File: src/rtl/cdb_arbiter_if.sv
// cdb_arbiter_if
//   Bundle of the functional-unit request side and the Common Data Bus
//   broadcast side of the CDB arbiter.
//   master : the functional units / environment (drives requests, sees grants
//            and the broadcast).
//   slave  : the arbiter itself.
//   Signals:
//     requireCDB  per-unit request, bit i = unit i holds a finished result
//     reqTag      per-unit tag, unit i at [i*TAG_W +: TAG_W]
//     reqData     per-unit data, unit i at [i*DATA_W +: DATA_W]
//     stall       suppresses all grants while high
//     resultAC    one-hot (or zero) combinational grant
//     cdbValid    registered broadcast valid
//     cdbTag      registered broadcast tag
//     cdbData     registered broadcast data
interface cdb_arbiter_if #(
  parameter int NREQ   = 4,
  parameter int TAG_W  = 4,
  parameter int DATA_W = 32
);
  logic [NREQ-1:0]        requireCDB;
  logic [NREQ*TAG_W-1:0]  reqTag;
  logic [NREQ*DATA_W-1:0] reqData;
  logic                   stall;
  logic [NREQ-1:0]        resultAC;
  logic                   cdbValid;
  logic [TAG_W-1:0]       cdbTag;
  logic [DATA_W-1:0]      cdbData;

  modport master (
    output requireCDB, reqTag, reqData, stall,
    input  resultAC, cdbValid, cdbTag, cdbData
  );

  modport slave (
    input  requireCDB, reqTag, reqData, stall,
    output resultAC, cdbValid, cdbTag, cdbData
  );
endinterface

File: src/rtl/cdb_arbiter.sv
// cdb_arbiter
//   Round-robin arbiter and broadcaster for the Common Data Bus. A grant is
//   issued combinationally in the cycle a unit requests; the winner's tag and
//   data are registered and broadcast on the CDB in the following cycle.
//   Ports:
//     clk   system clock, rising edge
//     nRST  asynchronous active-low reset
//     bus   cdb_arbiter_if slave: requests/tags/data/stall in,
//           resultAC grant and cdbValid/cdbTag/cdbData broadcast out
module cdb_arbiter #(
  parameter int NREQ   = 4,
  parameter int TAG_W  = 4,
  parameter int DATA_W = 32
) (
  input  logic        clk,
  input  logic        nRST,
  cdb_arbiter_if.slave bus
);

  localparam int PTR_W = $clog2(NREQ);
  localparam logic [PTR_W:0]   NREQ_X = (PTR_W+1)'(NREQ);
  localparam logic [PTR_W-1:0] LAST   = PTR_W'(NREQ - 1);

  logic [PTR_W-1:0]  ptr_q, ptr_d;
  logic              cdb_valid_q, cdb_valid_d;
  logic [TAG_W-1:0]  cdb_tag_q, cdb_tag_d;
  logic [DATA_W-1:0] cdb_data_q, cdb_data_d;

  logic              grant_any;
  logic [PTR_W-1:0]  grant_idx;
  logic [NREQ-1:0]   grant_vec;

  // cand_idx[k] is the unit that sits k places after ptr in priority order,
  // i.e. (ptr + k) mod NREQ, computed without a divider.
  logic [PTR_W-1:0]  cand_idx [NREQ];

  generate
    for (genvar gi = 0; gi < NREQ; gi++) begin : g_cand
      logic [PTR_W:0] sum;
      assign sum          = {1'b0, ptr_q} + (PTR_W+1)'(gi);
      assign cand_idx[gi] = (sum >= NREQ_X) ? PTR_W'(sum - NREQ_X) : sum[PTR_W-1:0];
    end
  endgenerate

  // Scan from the lowest priority upward so the highest-priority requester
  // is the last one written and therefore wins.
  always_comb begin
    grant_any = 1'b0;
    grant_idx = '0;
    if (nRST && !bus.stall) begin
      for (int k = NREQ - 1; k >= 0; k--) begin
        if (bus.requireCDB[cand_idx[k]]) begin
          grant_any = 1'b1;
          grant_idx = cand_idx[k];
        end
      end
    end
  end

  always_comb begin
    grant_vec = '0;
    if (grant_any) grant_vec[grant_idx] = 1'b1;
  end

  assign bus.resultAC = grant_vec;

  // Broadcast registers are cleared on idle cycles so the bus never carries
  // stale tags alongside a low valid.
  always_comb begin
    ptr_d       = ptr_q;
    cdb_valid_d = 1'b0;
    cdb_tag_d   = '0;
    cdb_data_d  = '0;
    if (grant_any) begin
      cdb_valid_d = 1'b1;
      cdb_tag_d   = bus.reqTag[grant_idx*TAG_W +: TAG_W];
      cdb_data_d  = bus.reqData[grant_idx*DATA_W +: DATA_W];
      ptr_d       = (grant_idx == LAST) ? '0 : grant_idx + 1'b1;
    end
  end

  always_ff @(posedge clk or negedge nRST) begin
    if (!nRST) begin
      ptr_q       <= '0;
      cdb_valid_q <= 1'b0;
      cdb_tag_q   <= '0;
      cdb_data_q  <= '0;
    end else begin
      ptr_q       <= ptr_d;
      cdb_valid_q <= cdb_valid_d;
      cdb_tag_q   <= cdb_tag_d;
      cdb_data_q  <= cdb_data_d;
    end
  end

  assign bus.cdbValid = cdb_valid_q;
  assign bus.cdbTag   = cdb_tag_q;
  assign bus.cdbData  = cdb_data_q;

endmodule
File: src/flat_wrapper.sv
// flat-port wrapper written by rule: the top's interface ports become plain ports
module cdb_arbiter_flat 
#(
  parameter int NREQ   = 4,
  parameter int TAG_W  = 4,
  parameter int DATA_W = 32
)
  (clk, nRST, bus_requireCDB, bus_reqTag, bus_reqData, bus_stall, bus_resultAC, bus_cdbValid, bus_cdbTag, bus_cdbData);
  cdb_arbiter_if #(.NREQ(NREQ), .TAG_W(TAG_W), .DATA_W(DATA_W)) bus_i ();
  input  logic clk;
  input  logic nRST;
  input wire logic [$bits(bus_i.requireCDB)-1:0] bus_requireCDB;
  input wire logic [$bits(bus_i.reqTag)-1:0] bus_reqTag;
  input wire logic [$bits(bus_i.reqData)-1:0] bus_reqData;
  input wire logic [$bits(bus_i.stall)-1:0] bus_stall;
  output wire logic [$bits(bus_i.resultAC)-1:0] bus_resultAC;
  output wire logic [$bits(bus_i.cdbValid)-1:0] bus_cdbValid;
  output wire logic [$bits(bus_i.cdbTag)-1:0] bus_cdbTag;
  output wire logic [$bits(bus_i.cdbData)-1:0] bus_cdbData;
  assign bus_i.requireCDB = bus_requireCDB;
  assign bus_i.reqTag = bus_reqTag;
  assign bus_i.reqData = bus_reqData;
  assign bus_i.stall = bus_stall;
  assign bus_resultAC = bus_i.resultAC;
  assign bus_cdbValid = bus_i.cdbValid;
  assign bus_cdbTag = bus_i.cdbTag;
  assign bus_cdbData = bus_i.cdbData;
  cdb_arbiter #(.NREQ(NREQ), .TAG_W(TAG_W), .DATA_W(DATA_W)) u_core (.clk(clk), .nRST(nRST), .bus(bus_i));
endmodule
File: config.mk
export PLATFORM = sky130hd
export DESIGN_NAME = cdb_arbiter_flat
export DESIGN_NICKNAME = d
export VERILOG_FILES = /design/src/rtl/cdb_arbiter_if.sv /design/src/rtl/cdb_arbiter.sv /design/src/flat_wrapper.sv
export SDC_FILE = /design/constraint.sdc
export NUM_CORES = 1
export LEC_CHECK = 0
export ABC_AREA = 1
export BUFFER_PORTS_ARGS = -buffer_cell sky130_fd_sc_hd__buf_4
export CORE_UTILIZATION = 41
export DETAILED_ROUTE_END_ITERATION = 10
export PLACE_DENSITY = 0.85
export SLEW_MARGIN = 0
export SYNTH_ARGS = -nofsm -noshare
export SYNTH_HDL_FRONTEND = slang
export SYNTH_SLANG_ARGS = --single-unit
File: constraint.sdc
create_clock -name clk -period 1.8 [get_ports clk]
set_input_delay 0.27 -clock clk [delete_from_list [all_inputs] [get_ports clk]]
set_output_delay 0.27 -clock clk [all_outputs]
set_load 0.03 [all_outputs]
==> flow_metrics.py, run 1 <==
metrics = {
    "sta": {
        "worstMarginPinSlew_ns": 0.515,
        "max_slew_margin": 0.656,
        "layout_worst_path_cycle_share": 1.28,
        "max_freq_mhz": 434,
        "rsz0062_at_grt": "yes",
        "min_period_ns": 2.30,
        "worst_slack_ns": -0.505,
        "hold_viol": 0,
        "setup_viol": 42,
        "finClkSkew_ns": 0.00831,
        "finalMaxSlewViolations": 0,
        "tns_ns": -13.30,
    },
    "routing": {
        "drcViolationCount": 0,
        "first_pass_iters": 5,
        "wl_per_cell_um": 14.7,
        "first_iter_violations": 223,
        "viasPerCell": 5.26,
        "ant_nets": 0,
        "dr_total_vias": 4432,
        "drt_wl_total_um": 12400,
    },
    "global_route": {
        "grt_pass1_wl_um": 19000,
        "grt_pass1_vias": 4314,
        "antenna_found_initial": 0,
        "grt_max_degree": 45,
        "grt_overflow": 0,
        "globalRouteTotalUtil": 0.279,
    },
    "cells_and_area": {
        "layoutNonFillerInstCount": 842,
        "nFillCells": 630,
        "fin_nets": 896,
        "diodes": 0,
        "fin_area_sq_um": 5520,
        "drive_above_1_share": 0.405,
        "area_growth_pct": 65.7,
        "mostFrequentLayoutCells": "buf_4, inv_1, nand4_1",
        "final_common_cell": "buf_4",
    },
    "clock_tree": {
        "htreeDepth": 2,
        "path_clk_slew_ns": 0.08,
        "hold_buffers": 0,
        "clk_latency_ns": 0.29,
        "tritoncts": "yes",
        "clk_path_buf_depth": 2,
        "cts-root-buf": "clkbuf_8",
        "cts_sinks": 39,
        "numCtsBuffers": 5,
    },
    "synth": {
        "synth_nets": 697,
        "synth_compound_area_frac": 0.0646,
        "yosysSeqAreaShare": 0.293,
        "ys_seq_elements": 39,
        "synthMuxAreaShare": 0,
        "synth-xor-area-share": 0.00263,
        "synth.largest_area_cell": "dfrtp_1",
        "yosys_warnings": 0,
        "syn_area_sq_um": 3330,
        "synth.top_cells.by_area": "dfrtp_1, inv_1, nand4_1",
        "avgSynthCellArea_sq_um": 6.15,
        "syn-instance-count": 542,
        "synthSimpleGateAreaFrac": 0.373,
        "synthDistinctLibCells": 20,
        "synth_fa_ha_area_frac": 0.0150,
        "synth_top_family_by_area": "simple AND/OR/NAND/NOR gates",
        "synth.top_cell.area_share": 0.293,
    },
    "worst_setup_path": {
        "criticalPathCategory": "reg2out",
        "reg2reg_depth": 15,
        "critPathMaxFanout": 4,
        "arrival_ns": 2.03,
        "crit_path_max_incr_delay_ns": 0.44,
        "path_cells": "buf_6 -> inv_8 -> nand2_4 -> nand3_2 -> nand2_2 -> inv_2 -> nand2_2 -> nand2_4 -> nand3_4 -> clkinv_4 -> ha_4 -> inv_4 -> nor2_4 -> buf_6",
        "worstPathRequired_ns": 1.53,
        "crit_path_top_delay_cell": "dfrtp_2",
        "critPathCaptureType": "output port",
        "startpoint_type": "flip-flop",
    },
    "run_status": {
        "violations": "setup timing",
        "status": "finished, violations left",
    },
    "floorplanning": {
        "initial_utilization": 0.427,
        "die_w_um": 92.1,
        "dieArea_sq_um": 8490,
        "core_sq_um": 7810,
        "die_h_um": 92.1,
        "rows": 32,
        "boundaryPins": 192,
    },
    "placement": {
        "pre_cts_ws_ns": -0.329,
        "place_area_sq_um": 4980,
        "placedCellCount": 819,
        "io_buffers": 191,
        "place.gp.congestion": 0.853,
        "dp_hpwl_um": 8290,
    },
    "power": {
        "p_per_area_nw_per_um2": 1100,
        "ir_drop_mv": 0.771,
        "leakagePower_nw": 3.30,
    },
    "hold_path": {
        "hp-class": "in2async",
    },
    "flow_run": {
        "max_cap_viol_count": 0,
    },
}
-- power by group --
group          internal (W)  switching (W)
registers           0.00104      0.0000904
logic               0.00172        0.00266
clock network      0.000259       0.000293
-- worst paths after layout --
check | start | to | slack, ns
worst max-delay path | u_core.ptr_q[0] | bus_resultAC[1] | -0.50
max in group asynchronous | nRST | u_core.ptr_q[0] | 1.37
worst max register to register | u_core.ptr_q[0] | u_core.bus.cdbData[27] | -0.38
min in group clk | bus_reqData[25] | u_core.bus.cdbData[25] | 0.32
worst min-delay path | nRST | u_core.bus.cdbData[11] | 0.06
worst min register to register | u_core.ptr_q[1] | u_core.ptr_q[1] | 0.72
-- kinds of logic after synthesis --
group           after synthesis
compound gates               43
xor+xnor                      1
fa+ha+maj                     4
buf+inv                     205
flops                        39
simple gates                250
-- registers in the layout, indices dropped and copies added, names as in the netlist --
name,cells
u_core.bus.cdbData,32
u_core.ptr_q,2
u_core.bus.cdbTag,4
u_core.bus.cdbValid,1
-- layer usage --
metal / vias up / track usage / routed length [um] / part of all wire
li1: 2093 / - / - / -
met1: 2030 / 0.310 / 4550 / 0.37
met2: 264 / 0.499 / 6390 / 0.52
met3: 45 / 0.0506 / 955 / 0.077
met4: 0 / 0.155 / 478 / 0.039
met5: - / 0 / 0 / 0
-- cell usage after synthesis (all sizes together) --
library cell,number
nand3,80
inv,163
a21oi,39
nor2,5
nand4,74
ha,4
buf,17
dfrtp,39
xnor2,1
o21ai,4
nand2,91
clkbuf,25
-- repair_timing --
action | 4_1_cts | 5_1_grt
endpoints found under the hold margin | 0 | 0
setup endpoints to repair | 42 | 42
pin swaps | 9 | 30
resized for setup | 47 | 35
setup buffers | 9 | 6
gates cloned | 0 | 2
-- critical path: cells and delay by family, from the launching register on --
family	cells	cell delay, ns
buffers and inverters	6	0.56
adders and majority gates	1	0.14
and+or+nand+nor	7	0.60
DFF	1	0.44
-- layout make-up --
| class | count | area (sq um) | area share |
|---|---|---|---|
| Timing Repair Buffer | 234 | 1910 | 0.346 |
| Multi-Input combinational cell | 298 | 1800 | 0.326 |
| Inverter | 163 | 629 | 0.114 |
| Sequential cell | 39 | 978 | 0.177 |
| Clock buffer | 6 | 72.6 | 0.0132 |
| Tap cell | 102 | 128 | 0.0231 |
-- per-stage QoR --
step                hold WS [ns]  total power, W   util
CTS                       0.0662         0.00554  0.678
finish                    0.0561         0.00606  0.707
global route              0.0882         0.00641  0.707
floorplan                -0.0256         0.00349      -
global placement           0.366         0.00449  0.638
detailed placement         0.385         0.00459  0.638
No activity file was read; power rests on OpenSTA's default activity.
==> run 2, diff against run 1 <==
==> constraint.sdc (replaced) <==
create_clock -name clk -period 1.8 [get_ports clk]
set_input_delay 0.18 -clock clk [delete_from_list [all_inputs] [get_ports clk]]
set_output_delay 0.18 -clock clk [all_outputs]
set_load 0.03 [all_outputs]
==> flow_metrics.py, run 2 (synthesis results as in run 1) <==
metrics = {
    "worst_setup_path": {
        "reg2reg_depth": 13,
        "crit_end": "bus_resultAC[1]",
        "cp-startpoint": "u_core.ptr_q[0]",
        "regToRegSetupSlack_ns": -0.26,
        "criticalPathCategory": "reg2out",
        "rr_startpoint": "u_core.ptr_q[0]",
        "r2r_end": "u_core.bus.cdbData[10]",
        "critPathMaxFanout": 5,
        "critPathCaptureType": "output port",
        "arrival_ns": 2.11,
        "worstPathRequired_ns": 1.62,
        "startpoint_type": "flip-flop",
    },
    "placement": {
        "placedCellCount": 817,
        "pre_cts_ws_ns": -0.394,
        "place.gp.congestion": 0.988,
        "io_buffers": 191,
        "dp_hpwl_um": 8580,
    },
    "power": {
        "p_per_area_nw_per_um2": 1090,
        "leakagePower_nw": 3.33,
        "ir_drop_mv": 0.726,
    },
    "sta": {
        "worstMarginPinSlew_ns": 0.534,
        "finalMaxSlewViolations": 0,
        "finClkSkew_ns": 0.0120,
        "rsz0062_at_grt": "yes",
        "min_period_ns": 2.29,
        "setup_viol": 42,
        "layout_worst_path_cycle_share": 1.27,
        "max_freq_mhz": 436,
        "worst_slack_ns": -0.491,
        "hold_viol": 0,
        "max_slew_margin": 0.644,
    },
    "routing": {
        "drcViolationCount": 0,
        "wl_per_cell_um": 15.2,
        "first_iter_violations": 203,
        "viasPerCell": 5.26,
        "first_pass_iters": 4,
        "drt_wl_total_um": 12900,
        "ant_nets": 0,
        "dr_total_vias": 4455,
    },
    "cells_and_area": {
        "largest_reg_flops": 32,
        "fin_nets": 899,
        "nFillCells": 625,
        "drive_above_1_share": 0.413,
        "final_common_cell": "buf_4",
        "area_growth_pct": 67.8,
        "utilization": 0.716,
        "diodes": 0,
        "layoutNonFillerInstCount": 847,
        "mostFrequentLayoutCells": "buf_4, inv_1, nand2_1",
    },
    "floorplanning": {
        "core_sq_um": 7810,
        "die_w_um": 92.1,
        "die_h_um": 92.1,
        "initial_utilization": 0.427,
        "boundaryPins": 192,
        "dieArea_sq_um": 8490,
        "rows": 32,
    },
    "run_status": {
        "violations": "setup timing",
        "status": "finished, violations left",
    },
    "clock_tree": {
        "numCtsBuffers": 5,
        "cts_sinks": 39,
        "cts-root-buf": "clkbuf_8",
        "clk_path_buf_depth": 2,
        "path_clk_slew_ns": 0.09,
        "htreeDepth": 2,
        "tritoncts": "yes",
        "clk_latency_ns": 0.30,
    },
    "global_route": {
        "grt_overflow": 0,
        "grt_max_degree": 73,
        "globalRouteTotalUtil": 0.280,
        "antenna_found_initial": 0,
        "grt_pass1_vias": 4184,
        "grt_pass1_wl_um": 19000,
    },
    "flow_run": {
        "max_cap_viol_count": 0,
    },
    "hold_path": {
        "hp-class": "in2reg",
    },
}
## run 2: cell count changes in the layout (fill, tap and decap cells not counted), sizes merged
cell	change
clkinv	+1
clkbuf	+3
dlygate4sd3	+1
## run 2: critical path, cell delays in order, from the launching register on
cell	delay, ns
dfrtp_2	0.44
buf_6	0.14
inv_8	0.06
nand2_2	0.08
nand3_2	0.09
nand2_1	0.10
inv_2	0.08
nand3_2	0.13
nand3_4	0.19
clkinv_4	0.10
ha_4	0.17
inv_4	0.05
nor2_4	0.03
buf_6	0.13
## run 2: per-stage QoR
stage	area, sq um	setup TNS (ns)	total power (W)	hold WS (ns)
2_1_floorplan	3440	-0.0806	0.00349	-0.116
3_3_place_gp	4990	-8.32	0.00445	0.287
3_5_place_dp	4990	-14.16	0.00460	0.300
4_1_cts	5240	-8.69	0.00548	0.213
5_1_grt	5590	-14.77	0.00647	0.225
6_report	5590	-10.06	0.00612	0.217
## run 2: worst min path at each step
stage | endpoint | cells past startpoint | startpoint
2_1_floorplan | u_core.bus.cdbData[0] | 0 | nRST
3_5_place_dp | u_core.bus.cdbData[29] | 2 | nRST
5_1_grt | u_core.bus.cdbData[27] | 5 | bus_reqData[91]
3_3_place_gp | u_core.bus.cdbData[31] | 2 | nRST
4_1_cts | u_core.bus.cdbTag[0] | 5 | bus_reqTag[0]
6_report | u_core.bus.cdbTag[2] | 5 | bus_reqTag[2]
## run 2: layer usage
metal,part of all wire,GRT usage
met1,0.38,0.316
met2,0.52,0.506
met3,0.063,0.0506
met5,0,0
met4,0.033,0.130
## run 2: repair_timing
action | in CTS | in global routing
gates cloned | 0 | 3
hold buffers | 1 | 0
resized for setup | 20 | 65
setup buffers | 11 | 12
endpoints found under the setup margin | 42 | 42
pin swaps | 6 | 13
endpoints found under the hold margin | 39 | 0
## run 2: power by group
| group | internal (W) | switching [W] | total [W] |
|---|---|---|---|
| sequential | 0.00104 | 0.000106 | 0.00115 |
| clock | 0.000273 | 0.000323 | 0.000596 |
| combinational | 0.00172 | 0.00265 | 0.00437 |
## run 2: area by class of cell
type | instances | area, sq um | area share
well taps | 102 | 128 | 0.0228
clock buffers | 7 | 76.3 | 0.0137
clock inverters | 1 | 5.00 | 0.000896
multi-input cells | 298 | 1790 | 0.320
repair buffers | 237 | 1980 | 0.354
flip-flops and latches | 39 | 978 | 0.175
inverters | 163 | 629 | 0.113
==> run 3, diff against run 2 <==
--- a/config.mk
+++ b/config.mk
@@ -9,7 +9,8 @@
 export BUFFER_PORTS_ARGS = -buffer_cell sky130_fd_sc_hd__buf_4
 export CORE_UTILIZATION = 41
 export DETAILED_ROUTE_END_ITERATION = 10
-export PLACE_DENSITY = 0.85
+export PLACE_DENSITY = 0.79
+export SKIP_LAST_GASP = 1
 export SLEW_MARGIN = 0
 export SYNTH_ARGS = -nofsm -noshare
 export SYNTH_HDL_FRONTEND = slang
==> flow_metrics.py, run 3 (synthesis results as in run 1) <==
metrics = {
    "run_status": {
        "status": "finished, violations left",
        "violations": "setup timing",
    },
    "clock_tree": {
        "numCtsBuffers": 5,
        "clk_path_buf_depth": 2,
        "htreeDepth": 2,
        "cts-root-buf": "clkbuf_8",
        "tritoncts": "yes",
        "path_clk_slew_ns": 0.08,
        "cts_sinks": 39,
        "clk_latency_ns": 0.29,
    },
    "global_route": {
        "grtUsageMet3": 0.0456,
        "grt_max_degree": 41,
        "globalRouteTotalUtil": 0.301,
        "use_met2": 0.528,
        "antenna_found_initial": 0,
        "met1_usage": 0.362,
        "grt_overflow": 0,
        "grt_pass1_vias": 4222,
        "grt_pass1_wl_um": 19900,
        "busiest_layer": "met2",
    },
    "cells_and_area": {
        "drive_above_1_share": 0.411,
        "utilization": 0.735,
        "area_growth_pct": 72.3,
        "seq_area_sq_um": 978,
        "largest_reg_flops": 32,
        "diodes": 0,
        "nFillCells": 585,
        "fin_nets": 899,
        "final_common_cell": "buf_4",
        "multiInputGateArea_sq_um": 1800,
        "mostFrequentLayoutCells": "buf_4, inv_1, nand2_1",
    },
    "routing": {
        "drt_wl_total_um": 12900,
        "dr_total_vias": 4407,
        "viasPerCell": 5.20,
        "drcViolationCount": 0,
        "ant_nets": 0,
        "first_iter_violations": 223,
        "wl_per_cell_um": 15.3,
        "first_pass_iters": 4,
    },
    "floorplanning": {
        "core_sq_um": 7810,
        "initial_utilization": 0.427,
        "rows": 32,
        "die_w_um": 92.1,
        "dieArea_sq_um": 8490,
        "boundaryPins": 192,
        "die_h_um": 92.1,
    },
    "sta": {
        "min_period_ns": 2.29,
        "rsz0062_at_grt": "yes",
        "hold_viol": 0,
        "hold_slack_ns": 0.226,
        "finalMaxSlewViolations": 0,
        "setup_viol": 41,
        "finClkSkew_ns": 0.00392,
        "tns_ns": -14.86,
        "max_slew_margin": 0.637,
        "layout_worst_path_cycle_share": 1.27,
        "worstMarginPinSlew_ns": 0.544,
        "worst_slack_ns": -0.490,
        "max_freq_mhz": 437,
    },
    "worst_setup_path": {
        "worstPathRequired_ns": 2.02,
        "criticalPathCategory": "reg2reg",
        "critPathMaxFanout": 16,
        "startpoint_type": "flip-flop",
        "arrival_ns": 2.51,
        "critPathCaptureType": "flip-flop",
    },
    "placement": {
        "pre_cts_ws_ns": -0.297,
        "place.gp.congestion": 0.936,
        "io_buffers": 191,
        "dp_hpwl_um": 8150,
    },
    "power": {
        "p_per_area_nw_per_um2": 1120,
        "leakagePower_nw": 3.38,
        "p_total_w": 0.00642,
        "ir_drop_mv": 0.972,
    },
    "hold_path": {
        "hp-class": "in2reg",
    },
    "flow_run": {
        "max_cap_viol_count": 0,
    },
}
run 3: changes by cell type in the layout (fill, tap and decap cells not counted), moves of 3 or more:
cell / before / now
a21oi_2: 18 / 14
buf_16: 0 / 5
a21oi_1: 21 / 25
buf_4: 211 / 206
inv_6: 0 / 3
clkbuf_16: 3 / 0
nand3_1: 71 / 66
nand3_4: 2 / 5
run 3: path summary, 6_finish.rpt:
check,from,to,slack (ns),depth (start not counted)
min,bus_reqTag[1],u_core.bus.cdbTag[1],0.23,5
max reg2reg,u_core.ptr_q[0],u_core.bus.cdbData[23],-0.49,13
min reg2reg,u_core.ptr_q[1],u_core.ptr_q[1],0.78,2
min in group asynchronous,nRST,u_core.bus.cdbData[0],0.52,3
max in group asynchronous,nRST,u_core.ptr_q[1],0.89,3
max,u_core.ptr_q[0],u_core.bus.cdbData[23],-0.49,13
run 3: worst max-delay path: stages, from the launching register on:
cell	delay (ns)
dfrtp_2	0.49
buf_6	0.16
nand2_2	0.11
nand3_4	0.09
nand2_2	0.11
nand3_4	0.09
nand3_4	0.10
nand3_4	0.15
buf_4	0.18
buf_6	0.12
bufbuf_16	0.28
nand2_1	0.06
nand3_1	0.10
a21oi_2	0.16
run 3: power breakdown:
| part | leakage, nW | internal, W | total [W] | switching, W |
|---|---|---|---|---|
| logic | 2.81 | 0.00189 | 0.00458 | 0.00269 |
| clock network | 0.0505 | 0.000349 | 0.000687 | 0.000338 |
| registers | 0.521 | 0.00104 | 0.00115 | 0.000110 |
run 3: layout make-up:
cell class,instances,area share
multi-input cells,298,0.313
clock inverters,1,0.00131
repair buffers,237,0.367
flip-flops and latches,39,0.171
clock buffers,7,0.0168
well taps,102,0.0222
inverters,163,0.109
run 3: timing repair:
| action | in CTS | in global routing |
|---|---|---|
| hold endpoints to repair | 39 | 0 |
| endpoints found under the setup margin | 42 | 42 |
| setup buffers | 13 | 3 |
| resized for setup | 59 | 28 |
| gates cloned | 7 | 0 |
| pin swaps | 16 | 10 |
| hold buffers | 1 | 0 |
run 3: metal layers:
| layer | wire length, um | vias to the layer above |
|---|---|---|
| met1 | 4930 | 2002 |
| met3 | 958 | 39 |
| li1 | - | 2117 |
| met5 | 0 | - |
| met2 | 6650 | 249 |
| met4 | 402 | 0 |
run 3: metrics by stage:
step	instance area, sq um	cells
after floorplan	3440	542
after global placement	4940	816
after detailed placement	4940	816
after CTS	5600	844
after global routing	5740	847
final	5740	847
